`config.mk`:
```
export PLATFORM = sky130hd
export DESIGN_NAME = lutram_mp
export DESIGN_NICKNAME = d
export VERILOG_FILES = /design/src/rtl/lutram_mp.sv
export SDC_FILE = /design/constraint.sdc
export NUM_CORES = 2
export LEC_CHECK = 0
export BUFFER_PORTS_ARGS = -buffer_cell sky130_fd_sc_hd__buf_4
export CORE_MARGIN = 8
export CORE_UTILIZATION = 52
export DETAILED_ROUTE_END_ITERATION = 12
export MAX_ROUTING_LAYER = met4
export PLACE_DENSITY = 0.68
export SYNTH_ARGS = -nofsm -noshare
export SYNTH_HDL_FRONTEND = slang
export SYNTH_SLANG_ARGS = --single-unit
```
`constraint.sdc`:
```
create_clock -name clk -period 5.7 [get_ports clk]
set_input_delay 0.285 -clock clk [delete_from_list [all_inputs] [get_ports clk]]
set_output_delay 0.285 -clock clk [all_outputs]
set_load 0.03 [all_outputs]
```
`src/rtl/lutram_mp.sv`:
```
// Multi-read-port distributed RAM: one byte-enabled write port, write-first or
// read-first reads, optional output register, and a sweep engine that wipes the array.
module lutram_mp #(
  parameter int                  ADDR_WIDTH  = 6,
  parameter int                  DATA_WIDTH  = 32,
  parameter int                  WORDS       = 64,
  parameter int                  READ_PORTS  = 2,
  parameter bit                  WRITE_FIRST = 1'b1,
  parameter bit                  OUT_REG     = 1'b0,
  parameter logic [DATA_WIDTH-1:0] CLEAR_VALUE = '0
) (
  input  logic                             clk,
  input  logic                             rst_n,
  input  logic                             clear,
  output logic                             busy,
  input  logic                             we,
  input  logic [ADDR_WIDTH-1:0]            w_addr,
  input  logic [DATA_WIDTH/8-1:0]          w_be,
  input  logic [DATA_WIDTH-1:0]            w_data,
  input  logic [READ_PORTS*ADDR_WIDTH-1:0] r_addr,
  output logic [READ_PORTS*DATA_WIDTH-1:0] r_data
);

  localparam int                    NB    = DATA_WIDTH / 8;
  localparam logic [ADDR_WIDTH:0]   DEPTH = (ADDR_WIDTH+1)'(WORDS);
  localparam logic [ADDR_WIDTH-1:0] LAST  = ADDR_WIDTH'(WORDS - 1);

  typedef enum logic {S_CLEAR, S_IDLE} state_t;

  state_t                  state_q, state_d;
  logic [ADDR_WIDTH-1:0]   cnt_q, cnt_d;
  logic [DATA_WIDTH-1:0]   ram [WORDS];

  logic                    wr_en;
  logic [ADDR_WIDTH-1:0]   wr_addr;
  logic [NB-1:0]           wr_be;
  logic [DATA_WIDTH-1:0]   wr_data;

  // The sweep takes the write port; user writes only land in IDLE.
  always_comb begin
    state_d = state_q;
    cnt_d   = cnt_q;
    wr_en   = 1'b0;
    wr_addr = w_addr;
    wr_be   = w_be;
    wr_data = w_data;
    case (state_q)
      S_CLEAR: begin
        wr_en   = 1'b1;
        wr_addr = cnt_q;
        wr_be   = '1;
        wr_data = CLEAR_VALUE;
        cnt_d   = cnt_q + 1'b1;
        if (cnt_q == LAST) begin
          state_d = S_IDLE;
          cnt_d   = '0;
        end
      end
      default: begin
        wr_en = we && ({1'b0, w_addr} < DEPTH);
        if (clear) begin
          state_d = S_CLEAR;
          cnt_d   = '0;
        end
      end
    endcase
  end

  always_ff @(posedge clk) begin
    if (!rst_n) begin
      state_q <= S_CLEAR;
      cnt_q   <= '0;
    end else begin
      state_q <= state_d;
      cnt_q   <= cnt_d;
    end
  end

  assign busy = (state_q == S_CLEAR);

  always_ff @(posedge clk) begin
    if (rst_n && wr_en) begin
      for (int k = 0; k < NB; k++) begin
        if (wr_be[k]) ram[wr_addr][8*k +: 8] <= wr_data[8*k +: 8];
      end
    end
  end

  for (genvar p = 0; p < READ_PORTS; p++) begin : g_rd
    logic [ADDR_WIDTH-1:0] ra;
    logic [DATA_WIDTH-1:0] rd_raw;
    logic [DATA_WIDTH-1:0] rd_frc;

    assign ra = r_addr[p*ADDR_WIDTH +: ADDR_WIDTH];

    if (WRITE_FIRST) begin : g_wf
      // Registered address, async read: a same-edge write is already in the array.
      logic [ADDR_WIDTH-1:0] ra_q;
      always_ff @(posedge clk) begin
        if (!rst_n) ra_q <= '0;
        else        ra_q <= ra;
      end
      assign rd_raw = ({1'b0, ra_q} < DEPTH) ? ram[ra_q] : '0;
    end else begin : g_rf
      logic [DATA_WIDTH-1:0] rd_q;
      always_ff @(posedge clk) begin
        if (!rst_n) rd_q <= '0;
        else        rd_q <= ({1'b0, ra} < DEPTH) ? ram[ra] : '0;
      end
      assign rd_raw = rd_q;
    end

    assign rd_frc = busy ? CLEAR_VALUE : rd_raw;

    if (OUT_REG) begin : g_or
      logic [DATA_WIDTH-1:0] out_q;
      always_ff @(posedge clk) begin
        if (!rst_n) out_q <= '0;
        else        out_q <= rd_frc;
      end
      assign r_data[p*DATA_WIDTH +: DATA_WIDTH] = out_q;
    end else begin : g_nor
      assign r_data[p*DATA_WIDTH +: DATA_WIDTH] = rd_frc;
    end
  end

endmodule

```
* After elaboration in Yosys (flattened, before gate mapping)
Memories as Yosys holds them, arrays and structs flattened. A register that Yosys moved wholly into a read port is not among the register bits.
Index checks and enable logic that the tools add are counted.
** Cells by class
- Bitwise logic cells :: 1
- Muxes and demuxes :: 26
- Reductions and logical operators :: 1
- Eq/ne operators :: 2
- Add/subtract/negate cells :: 1
** Operator list (number)
- $mux 32 :: 3
- $mux 6 :: 6
- $mux 1 :: 16
- $add 6x1->6 const B :: 1
- $eq 6x6->1 const B :: 1
- $mux 4 :: 1
- $ne 2x2->1 const B :: 1
- $logic_and 1x1->1 :: 1
- $not 1->1 :: 1
** Storage, ports and cells
- Flip-flop bits (word level) :: 7
- Memory bits (writable) :: 2048
- Memories kept :: 1
- Logic and storage cells :: 34
- Bits of input ports :: 58
- Output and inout port bits :: 65
** Memories
- ram :: words 64, bits a word 32, rd ports 2, clocked after memory_dff 2, wr ports 1, line 32 : logic [DATA_WIDTH-1:0] ram [WORDS];

* Logic depth before layout (Yosys ltp)
- Depth in word-level cells :: 4
- Mapped depth :: 10
- Mapped depth without buffers :: 6

* Worst setup path after synthesis
OpenSTA, ideal clock, no wires.
- Path type :: register -> output
- Start :: reg (tool-made name)
- End :: out r_data[36]
- Cell stages (with the launch flop) :: 11
- Slack :: 2.819 ns
- Path buffers :: 5
- Data required time :: 5.415 ns
- Arrival :: 2.596 ns
- Cells stage by stage :: dfxtp_1 buf_2 buf_4 buf_4 buf_4 clkbuf_1 nand2b_1 o22ai_1 a21oi_1 nor2_1 nor4_1
** RTL lines
- end: declaration :: line 21 : output logic [READ_PORTS*DATA_WIDTH-1:0] r_data

* Worst setup path after layout
- Start :: reg state_q
- End :: out r_data[7]
** On the way
- Cells in the longest elaborated chain, start to end :: 1
** RTL lines
- start: declaration :: line 30 : state_t state_q, state_d;
- start signal: assignment :: line 74 : state_q <= state_d;
- $mux 32 :: line 113 : assign rd_frc = busy ? CLEAR_VALUE : rd_raw;
No other way between the ends.

==> qor.yml <==
clk_latency_ns: 0.87
ys_ff_latch: 2067
status: "finished, violations left"
vias_per_cell: 7.23
syn_nets: 4792
endpoint_kind: "primary output"
synth.lib_cells_used.distinct: 60
cp_max_fo: 60
dr.pass1.iters: 6
area.growth.synth_to_final_pct: 11.3
drive_above_1_share: 0.365
synthFlopType: "edfxtp_1"
finalHoldViolations: 0
antenna_found_initial: 5
drt_iter0_markers: 8458
synth_area_um2: 97100
drv_cap: 1
slew-limit-headroom: -0.0320
cts_sinks: 2067
tns_ns: 0
grt_pass1_vias: 54000
numCtsBuffers: 203
period_share: 0.956
path_buf_inv: 2
vdd_drop_max_uv: 256
setup_viol: 0
row_count: 158
syn_area_per_cell_um2: 20.5
initial_core_util: 0.523
powerDensity_nw_per_um2: 302
clkSlewWorstSetupHoldPaths_ns: 0.07
overflow: 0
hold_slack_ns: 0.271
max_freq_mhz: 184
cts_root_buffer: "clkbuf_16"
nets: 4949
startpoint_type: "register"
antenna_left: 0
power.leakage_nw: 31.1
path_class: "register to primary output"
hold_path.class: "input pin to register"
fp.dieH_um: 448
dieWidth_um: 448
rsz0062_at_grt: "no"
crit_chain: "buf_4, nor2b_1, nand2_1, nor2_1, nor2_1, a31oi_1, buf_4"
core-area_um2: 185000
finalWorstSetupSlack_ns: 0.251
violations: "capacitance limit, slew limit"
grt_pass1_wl_mm: 418
hpwl_mm: 194
required_ns: 5.41
fin_util: 0.582
clock_skew_ns: 0.0383
grt_usage: 0.303
arrival_ns: 5.16
yosysWarnings: 0
cp_slowest_cell: "nor2b_1"
worst_pin_slew_ns: 1.55
async_reset_ff_frac: 0
drv_slew: 11
crit_family: "simple AND/OR/NAND/NOR gates"
pre_cts_ws_ns: 1.12
synth_edf_count: 2048
period_needed_ns: 5.45
grt_max_degree: 80
drc_errors: 0
yosysSeqAreaShare: 0.638
drt-total-wl_mm: 298
ctsLongestPathBuffers: 3
die-area_um2: 201000
cpPeakStageDelay_ns: 1.14
cts_resized: 0
io_buffers: 122
io_pins: 123
h-tree-depth: 4
wl_per_cell_um: 39.5
dr_total_vias: 54600
gp_congestion: 0.901
syn_inst: 4733
cts_tree: "yes"
==> kinds of logic after synthesis <==
kind of cell,share of synthesized area
AO/OA/AOI/OAI,0.0191
adder cells (fa/ha/maj),0.000129
multiplexers,0.296
buffers and inverters,0.0205
flip-flops,0.638
AND/OR/NAND/NOR,0.0263
==> cells in the mapped netlist (16+ instances only) <==
cell,number,share of area
nor2_1,302,0.012
o22ai_1,37,0.0024
nand3_1,50,0.0026
mux4_2,1129,0.26
nor2b_1,22,0.0014
clkbuf_1,83,0.0032
o21ai_0,24,0.0012
buf_6,18,0.0021
buf_2,119,0.0061
dfxtp_1,19,0.0039
buf_1,61,0.0024
nor3_1,16,0.00083
nand2_1,91,0.0035
buf_4,84,0.0065
o211ai_1,23,0.0018
mux2i_1,261,0.027
a211oi_1,16,0.0012
a21oi_1,28,0.0014
a31oi_1,19,0.0012
and2_1,51,0.0033
a22oi_1,43,0.0033
nand2b_1,20,0.0013
mux2_2,64,0.0074
edfxtp_1,2048,0.63
==> final timing paths <==
| check | start | end | slack [ns] | cells after the start |
|---|---|---|---|---|
| max reg2reg | state_q | ram[3][16] | 0.86 | 4 |
| min | w_data[23] | ram[52][23] | 0.27 | 3 |
| min reg2reg | cnt_q[5] | state_q | 0.57 | 2 |
| max | state_q | r_data[7] | 0.25 | 7 |
==> cell type report <==
cell class                 count  area, µm²
sequential                  2067      61900
clock buffer                 230       5180
antenna                       12       30.0
clock inverter               143       1580
multi-input combinational   2295      33300
fill                       13500      77400
tap                         2480       3100
inverter                       6       22.5
timing repair buffer         317       2890
==> sequential cells by signal, indices dropped and copies added, names as in the netlist, named ones only <==
signal,count
ram,2048
cnt_q,6
state_q,1
==> cell usage in the layout, fill, tap and decap left out, types with 24 or more instances in the layout <==
cell type         n
a21oi_1          28
a22oi_1          43
and2_2           32
buf_12           35
buf_4           253
bufinv_16        26
clkbuf_1         27
clkbuf_16       203
clkinv_1         42
clkinv_2         39
dlygate4sd3_1    27
edfxtp_1       2048
mux2_2           64
mux2i_1         260
mux4_2         1129
nand2_1          90
nand3_1          50
nor2_1          301
o21ai_0          24
o22ai_1          37
==> metrics by stage <==
stage | power (mW) | cells | instance area, µm²
2_1_floorplan | 18.4 | 4733 | 97100
3_3_place_gp | 19.1 | 7136 | 101000
3_5_place_dp | 19.1 | 7136 | 101000
4_1_cts | 32.7 | 7536 | 108000
5_1_grt | 33.2 | 7543 | 108000
6_report | 32.6 | 7550 | 108000
==> what timing repair did <==
item	CTS	global route
hold buffers	27	0
endpoints found under the hold margin	19	0
setup buffers	0	0
==> layer usage <==
metal | global-route usage | vias to the layer above | routed length, µm
met2 | 0.453 | 4071 | 139000
met5 | - | - | 0
met4 | 0.141 | 0 | 17100
li1 | - | 20900 | -
met1 | 0.400 | 29000 | 108000
met3 | 0.0711 | 713 | 34200
==> report_power, final <==
part | switching, mW | leakage [nW] | internal (mW) | total, mW
clock network | 6.02 | 3.28 | 7.76 | 13.8
logic | 1.22 | 10.2 | 1.00 | 2.22
registers | 0.0944 | 17.6 | 16.5 | 16.6
==> worst register-to-register path: cells and delay by family, from the launching register on <==
kind,cells,cell delay (ns)
AND/OR/NAND/NOR,2,2.11
AO/OA/AOI/OAI,1,1.24
flip-flops,1,0.66
buffers and inverters,1,0.42
Power figures use the tool's default switching activity.
